`src/rtl/operators_pkg.sv`:
```
// Shared widths and opcode encodings for the registered operator unit.
package operators_pkg;

  localparam int WIDTH  = 8;
  localparam int CODE_W = 4;

  localparam logic [CODE_W-1:0] OP_ADD  = 4'b0000;
  localparam logic [CODE_W-1:0] OP_SUB  = 4'b0001;
  localparam logic [CODE_W-1:0] OP_MUL  = 4'b0010;
  localparam logic [CODE_W-1:0] OP_LAND = 4'b0011;
  localparam logic [CODE_W-1:0] OP_AND  = 4'b0100;
  localparam logic [CODE_W-1:0] OP_LOR  = 4'b0101;
  localparam logic [CODE_W-1:0] OP_XOR  = 4'b0110;
  localparam logic [CODE_W-1:0] OP_NOT  = 4'b0111;
  localparam logic [CODE_W-1:0] OP_OR   = 4'b1000;
  localparam logic [CODE_W-1:0] OP_SHL  = 4'b1001;
  localparam logic [CODE_W-1:0] OP_SHR  = 4'b1010;
  localparam logic [CODE_W-1:0] OP_EQ   = 4'b1011;
  localparam logic [CODE_W-1:0] OP_LT   = 4'b1100;
  localparam logic [CODE_W-1:0] OP_GT   = 4'b1101;
  localparam logic [CODE_W-1:0] OP_LNOT = 4'b1110;
  localparam logic [CODE_W-1:0] OP_RSVD = 4'b1111;

endpackage

```
`src/rtl/operators_core.sv`:
```
// Combinational operator select: maps code/a/b to the next result value.
module operators_core
  import operators_pkg::*;
#(
  parameter int W = WIDTH
) (
  input  logic [CODE_W-1:0] code,
  input  logic [W-1:0]      a,
  input  logic [W-1:0]      b,
  output logic [W-1:0]      next_result
);

  localparam logic [W-1:0] SHIFT_LIMIT = W[W-1:0];

  logic [2*W-1:0] product_s;
  logic           shift_oob_s;
  logic [W-1:0]   next_s;

  // Full-width product so the low half is exact before truncation.
  always_comb begin
    product_s   = {{W{1'b0}}, a} * {{W{1'b0}}, b};
    shift_oob_s = (b >= SHIFT_LIMIT);
  end

  // Boolean-valued ops return a zero-extended single bit.
  always_comb begin
    next_s = {W{1'b0}};
    case (code)
      OP_ADD:  next_s = a + b;
      OP_SUB:  next_s = a - b;
      OP_MUL:  next_s = product_s[W-1:0];
      OP_LAND: next_s = {{(W-1){1'b0}}, ((a != {W{1'b0}}) && (b != {W{1'b0}}))};
      OP_AND:  next_s = a & b;
      OP_LOR:  next_s = {{(W-1){1'b0}}, ((a != {W{1'b0}}) || (b != {W{1'b0}}))};
      OP_XOR:  next_s = a ^ b;
      OP_NOT:  next_s = ~a;
      OP_OR:   next_s = a | b;
      OP_SHL: begin
        if (shift_oob_s) next_s = {W{1'b0}};
        else             next_s = a << b;
      end
      OP_SHR: begin
        if (shift_oob_s) next_s = {W{1'b0}};
        else             next_s = a >> b;
      end
      OP_EQ:   next_s = {{(W-1){1'b0}}, (a == b)};
      OP_LT:   next_s = {{(W-1){1'b0}}, (a < b)};
      OP_GT:   next_s = {{(W-1){1'b0}}, (a > b)};
      OP_LNOT: next_s = {{(W-1){1'b0}}, (a == {W{1'b0}})};
      OP_RSVD: next_s = {W{1'b0}};
      default: next_s = {W{1'b0}};
    endcase
  end

  assign next_result = next_s;

endmodule

```
`src/rtl/operators_alu.sv`:
```
// Registered 8-bit operator unit: combinational core plus one result register.
module operators_alu
  import operators_pkg::*;
#(
  parameter int W = WIDTH
) (
  input  logic              clk,
  input  logic              rst,
  input  logic [CODE_W-1:0] code,
  input  logic [W-1:0]      a,
  input  logic [W-1:0]      b,
  output logic [W-1:0]      result
);

  logic [W-1:0] next_result_s;
  logic [W-1:0] result_r;

  operators_core #(.W(W)) u_core (
    .code        (code),
    .a           (a),
    .b           (b),
    .next_result (next_result_s)
  );

  // Result register; reset clears it immediately, dropping any pending value.
  always_ff @(posedge clk or posedge rst) begin
    if (rst) result_r <= {W{1'b0}};
    else     result_r <= next_result_s;
  end

  assign result = result_r;

endmodule

```
`config.mk`:
```
export PLATFORM = sky130hd
export DESIGN_NAME = operators_alu
export DESIGN_NICKNAME = d
export VERILOG_FILES = /design/src/rtl/operators_pkg.sv /design/src/rtl/operators_core.sv /design/src/rtl/operators_alu.sv
export SDC_FILE = /design/constraint.sdc
export NUM_CORES = 1
export LEC_CHECK = 0
export ABC_AREA = 0
export BUFFER_PORTS_ARGS = -buffer_cell sky130_fd_sc_hd__buf_2
export CAP_MARGIN = 20
export CORE_ASPECT_RATIO = 1.5
export CORE_MARGIN = 2
export CORE_UTILIZATION = 65
export CTS_CLUSTER_SIZE = 10
export DETAILED_ROUTE_END_ITERATION = 7
export PLACE_DENSITY_LB_ADDON = 0.15
export SKIP_CTS_REPAIR_TIMING = 1
export SKIP_LAST_GASP = 1
export SYNTH_ARGS = -nofsm -noshare
export SYNTH_HDL_FRONTEND = slang
export SYNTH_SLANG_ARGS = --single-unit
```
`constraint.sdc`:
```
create_clock -name clk -period 1.2 [get_ports clk]
set_input_delay 0.24 -clock clk [delete_from_list [all_inputs] [get_ports clk]]
set_output_delay 0.24 -clock clk [all_outputs]
set_load 0.01 [all_outputs]
```
==> impl_results.rst, run 1 <==
.. list-table::
   :header-rows: 1

   * - Metric
     - Value
   * - Pin count of the biggest net entering global routing
     - 20
   * - Clk sink count
     - 8
   * - Total grt overflow
     - 2
   * - Mapped Nets
     - 469
   * - HPWL reported at the end of detailed placement
     - 10660 um
   * - Synthesis-stage register bit count
     - 8
   * - Post-Syn Instances
     - 393
   * - Via count of the first global-routing pass
     - 4551
   * - EDFF count, synth
     - 0
   * - Error that halted the flow
     - [ERROR GRT-0116] Global routing finished with congestion. Check the congestion regions in the DRC Viewer.
   * - Input/output buffers
     - 29
   * - Unique cell type count in the Yosys netlist
     - 64
   * - Die H
     - 88.07 um
   * - Cells taking the most area after synthesis
     - sky130_fd_sc_hd__ha_1, sky130_fd_sc_hd__fa_1, sky130_fd_sc_hd__dfrtp_1
   * - Clock root buffer
     - sky130_fd_sc_hd__clkbuf_8
   * - Placed instance count
     - 577
   * - Share of flip-flops with an asynchronous set or reset
     - 100.0%
   * - Warnings from Yosys
     - 0
   * - Global routing usage summed across all routing layers
     - 60.51%
   * - I/O pin count
     - 30
   * - Exit stage
     - global routing (5_1_grt)
   * - Share of synthesized area occupied by flip-flops and latches
     - 6.536%
   * - Die Width
     - 60.05 um
   * - Mapped Area
     - 3063 um2
   * - Clock Path Buffers
     - 2
   * - Wire length of the first global-routing pass
     - 23170 um
   * - Area fraction of the dominant cell type after synthesis
     - 16.34%
   * - Count of H-tree levels built during CTS
     - 1
   * - Mean instance size in the synthesized netlist
     - 7.794 um2
   * - Initial Util
     - 67.44%
   * - Top cells by instance count after synthesis
     - sky130_fd_sc_hd__inv_1, sky130_fd_sc_hd__ha_1, sky130_fd_sc_hd__nor2_1
   * - Predominant post-synthesis flop cell
     - sky130_fd_sc_hd__dfrtp_1
   * - Status
     - aborted with a tool error
   * - Largest area contributor in the synthesized netlist
     - sky130_fd_sc_hd__ha_1
   * - Final RePlAce weighted congestion
     - 1.050
   * - Most common cell in the synthesized netlist
     - sky130_fd_sc_hd__inv_1
   * - Number of core rows
     - 30
   * - Number of buffers created by CTS
     - 3
cell families after synthesis:
family	synth area share, %
buffers and inverters	10.46
adder cells (fa/ha/maj)	25.49
multiplexers	9.681
XOR/XNOR	6.291
AO/OA/AOI/OAI	20.88
AND/OR/NAND/NOR	20.67
flip-flops	6.536
routing by layer:
metal	track usage (%)	overflow
met1	55.60	0
met2	84.29	1
met3	40.92	0
met4	60.20	1
met5	7.143	0
stage by stage:
step           area [um2]  util (%)  TNS, ps  worst slack [ps]
3_3_place_gp         4190     92.26   -15000             -2627
4_1_cts              4232     93.17   -14100             -2657
3_5_place_dp         4190     92.26   -15880             -2881
2_1_floorplan        3251         -   -12420             -2484
==> run 2, diff against run 1 <==
--- a/config.mk
+++ b/config.mk
@@ -8,10 +8,8 @@
 export ABC_AREA = 0
 export BUFFER_PORTS_ARGS = -buffer_cell sky130_fd_sc_hd__buf_2
 export CAP_MARGIN = 20
-export CORE_ASPECT_RATIO = 1.5
 export CORE_MARGIN = 2
-export CORE_UTILIZATION = 65
-export CTS_CLUSTER_SIZE = 10
+export CORE_UTILIZATION = 40
 export DETAILED_ROUTE_END_ITERATION = 7
 export PLACE_DENSITY_LB_ADDON = 0.15
 export SKIP_CTS_REPAIR_TIMING = 1
==> impl_results.rst, run 2 <==
.. list-table::
   :header-rows: 1

   * - Metric
     - Value
   * - # diodes
     - 0
   * - Actual transition at the worst max-transition pin
     - 575.5 ps
   * - Global routing usage summed across all routing layers
     - 27.82%
   * - Share of synthesized area occupied by flip-flops and latches
     - 6.536%
   * - Switch Pwr
     - 1434 uW
   * - Worst-path fanout max
     - 3
   * - Synthesis-stage register bit count
     - 8
   * - Mean instance size in the synthesized netlist
     - 7.794 um2
   * - Worst slew margin relative to its limit
     - 61.40%
   * - Classification of the worst-slack hold path
     - primary input to async pin
   * - Number of buffers created by CTS
     - 3
   * - Internal power contribution
     - 1837 uW
   * - Post-layout min period
     - 3455 ps
   * - Unique cell type count in the Yosys netlist
     - 64
   * - Final RePlAce weighted congestion
     - 0.9677
   * - Total grt overflow
     - 0
   * - Mapped Area
     - 3063 um2
   * - Worst hold margin
     - 491.8 ps
   * - Place WS
     - -2779 ps
   * - Count of pins over their slew limit
     - 0
   * - Proportion of layout cells with a drive suffix above 1
     - 47.57%
   * - CTS tree
     - done
   * - Die Width
     - 91.51 um
   * - HPWL reported at the end of detailed placement
     - 9609 um
   * - Per-cell routed wire length
     - 18.59 um
   * - Reg power frac
     - 9.6%
   * - Largest area contributor in the synthesized netlist
     - sky130_fd_sc_hd__ha_1
   * - Max reg flops
     - 8
   * - RSZ-0062 raised after global routing
     - true
   * - Max Freq
     - 0.2895 GHz
   * - Total wire length
     - 11770 um
   * - Mapped Nets
     - 469
   * - Wire length of the first global-routing pass
     - 18260 um
   * - Count of TritonRoute iterations in the first routing pass
     - 4
   * - Number of maximum-capacitance violations
     - 0
   * - Clk sink count
     - 8
   * - I/O pin count
     - 30
   * - Area fraction of the dominant cell type after synthesis
     - 16.34%
   * - Post-layout worst setup margin
     - -2255 ps
   * - Iter 0 DRT Violations
     - 296
   * - Die area
     - 8373 um2
   * - Warnings from Yosys
     - 0
   * - Std-Cell Core Area
     - 7331 um2
   * - Endpoint class of the critical path
     - register
   * - Final nets
     - 612
   * - Initial Util
     - 41.78%
   * - Post-Syn Instances
     - 393
   * - Status
     - complete, but fails checks
   * - Sw frac
     - 43.85%
   * - Share of flip-flops with an asynchronous set or reset
     - 100.0%
   * - Fillers
     - 638
   * - Static power due to leakage
     - 0.002216 uW
   * - Clock root buffer
     - sky130_fd_sc_hd__clkbuf_8
   * - Final setup violating endpoints
     - 8
   * - Sequential cell area
     - 200.2 um2
   * - Count of H-tree levels built during CTS
     - 1
   * - Kind of critical path
     - primary input to register
   * - Pin count of the biggest net entering global routing
     - 18
   * - Area growth from synthesis to layout
     - 58.13%
   * - # DRC
     - 0
   * - Area taken by multi-input logic gates
     - 2948 um2
   * - Worst Path Arrival
     - 3560 ps
   * - Violated checks
     - setup timing
   * - Via count of the first global-routing pass
     - 3441
   * - Most common cell in the synthesized netlist
     - sky130_fd_sc_hd__inv_1
   * - Top cells by instance count after synthesis
     - sky130_fd_sc_hd__inv_1, sky130_fd_sc_hd__ha_1, sky130_fd_sc_hd__nor2_1
   * - Share of power burned in the clock network
     - 9.5%
   * - Most frequent cells in the layout
     - sky130_fd_sc_hd__buf_4, sky130_fd_sc_hd__inv_1, sky130_fd_sc_hd__nor2_1, sky130_fd_sc_hd__nand2_1, sky130_fd_sc_hd__ha_1
   * - Number of core rows
     - 31
   * - Die H
     - 91.51 um
   * - Number of antenna-violating nets in the routed design
     - 0
   * - Final period utilization
     - 287.9%
   * - Detailed-route via count
     - 3564
   * - CP Launch Type
     - primary input
   * - Most frequent standard cell in the layout excluding fill and tap cells
     - sky130_fd_sc_hd__buf_4
   * - Clock transition at path regs
     - 40 ps
   * - Total power consumption of the routed design
     - 3272 uW
   * - Hold violation total from the final report
     - 0
   * - Worst supply voltage drop on vdd
     - 0.5351 mV
   * - Post-Route Utilization
     - 66.07%
   * - Input/output buffers
     - 29
   * - Critical path data required time
     - 1300 ps
   * - Antenna violations before repair
     - 0
   * - Predominant post-synthesis flop cell
     - sky130_fd_sc_hd__dfrtp_1
   * - Power per cell area
     - 675.5 nW/um2
   * - Cells taking the most area after synthesis
     - sky130_fd_sc_hd__ha_1, sky130_fd_sc_hd__fa_1, sky130_fd_sc_hd__dfrtp_1
   * - Clock Path Buffers
     - 2
   * - EDFF count, synth
     - 0
   * - Post-DR vias/cell
     - 5.630
   * - Gate power share
     - 80.9%
==> run 2: cell counts after synthesis <==
Identical to the previous run, type by type.
==> run 2: worst paths after layout <==
check                      startpoint                   to
max                              a[1]  result[4]$_DFF_PP0_
min                               rst  result[3]$_DFF_PP0_
max in group asynchronous         rst  result[4]$_DFF_PP0_
min in group clk              code[3]  result[3]$_DFF_PP0_
==> run 2: logic make-up after synthesis <==
| family | share of synthesized area, % |
|---|---|
| compound gates | 20.88 |
| xor+xnor | 6.291 |
| fa+ha+maj | 25.49 |
| buf+inv | 10.46 |
| flops | 6.536 |
| mux | 9.681 |
| simple gates | 20.67 |
==> run 2: cell type report <==
type                    instances  share of cell area (%)
repair buffers                165                   26.92
well taps                      99                   2.557
multi-input cells             308                   60.86
clock buffers                   3                  0.8525
inverters                      50                   4.676
flip-flops and latches          8                   4.133
==> run 2: through the flow <==
| stage | std cells | setup TNS (ps) | area [um2] |
|---|---|---|---|
| 2_1_floorplan | 393 | -12420 | 3251 |
| 3_3_place_gp | 623 | -15480 | 4292 |
| 3_5_place_dp | 623 | -15680 | 4292 |
| 4_1_cts | 626 | -13820 | 4333 |
| 5_1_grt | 633 | -12860 | 4843 |
| 6_report | 633 | -12160 | 4843 |
==> run 2: worst max-delay path, stage by stage <==
cell and delay (ps):
sky130_fd_sc_hd__buf_8 90, sky130_fd_sc_hd__inv_8 40, sky130_fd_sc_hd__nor2_4 80, sky130_fd_sc_hd__ha_2 170, sky130_fd_sc_hd__inv_2 40, sky130_fd_sc_hd__fa_1 510
sky130_fd_sc_hd__inv_2 50, sky130_fd_sc_hd__ha_4 210, sky130_fd_sc_hd__fa_1 530, sky130_fd_sc_hd__inv_2 50, sky130_fd_sc_hd__fa_2 550, sky130_fd_sc_hd__a21oi_2 50
sky130_fd_sc_hd__a31oi_1 170, sky130_fd_sc_hd__o32ai_1 100, sky130_fd_sc_hd__or4_4 450, sky130_fd_sc_hd__nor3_1 150, sky130_fd_sc_hd__nor3_1 80
==> run 2: power by group through the flow <==
stage,Sequential (uW),Clock [uW],Combinational (uW)
floorplan,340,0,1340
global placement,316,0,2150
detailed placement,318,0,2180
CTS,315,317,2190
global route,317,337,2850
finish,314,310,2650
==> run 2: per-layer routing <==
layer	global-route usage, %	vias to the layer above	routed length, um
li1	-	1686	-
met1	41.08	1729	5483
met2	45.04	137	5539
met3	1.577	12	551
met4	4.798	0	192
met5	0	-	0
(Power assumes the default switching activity.)
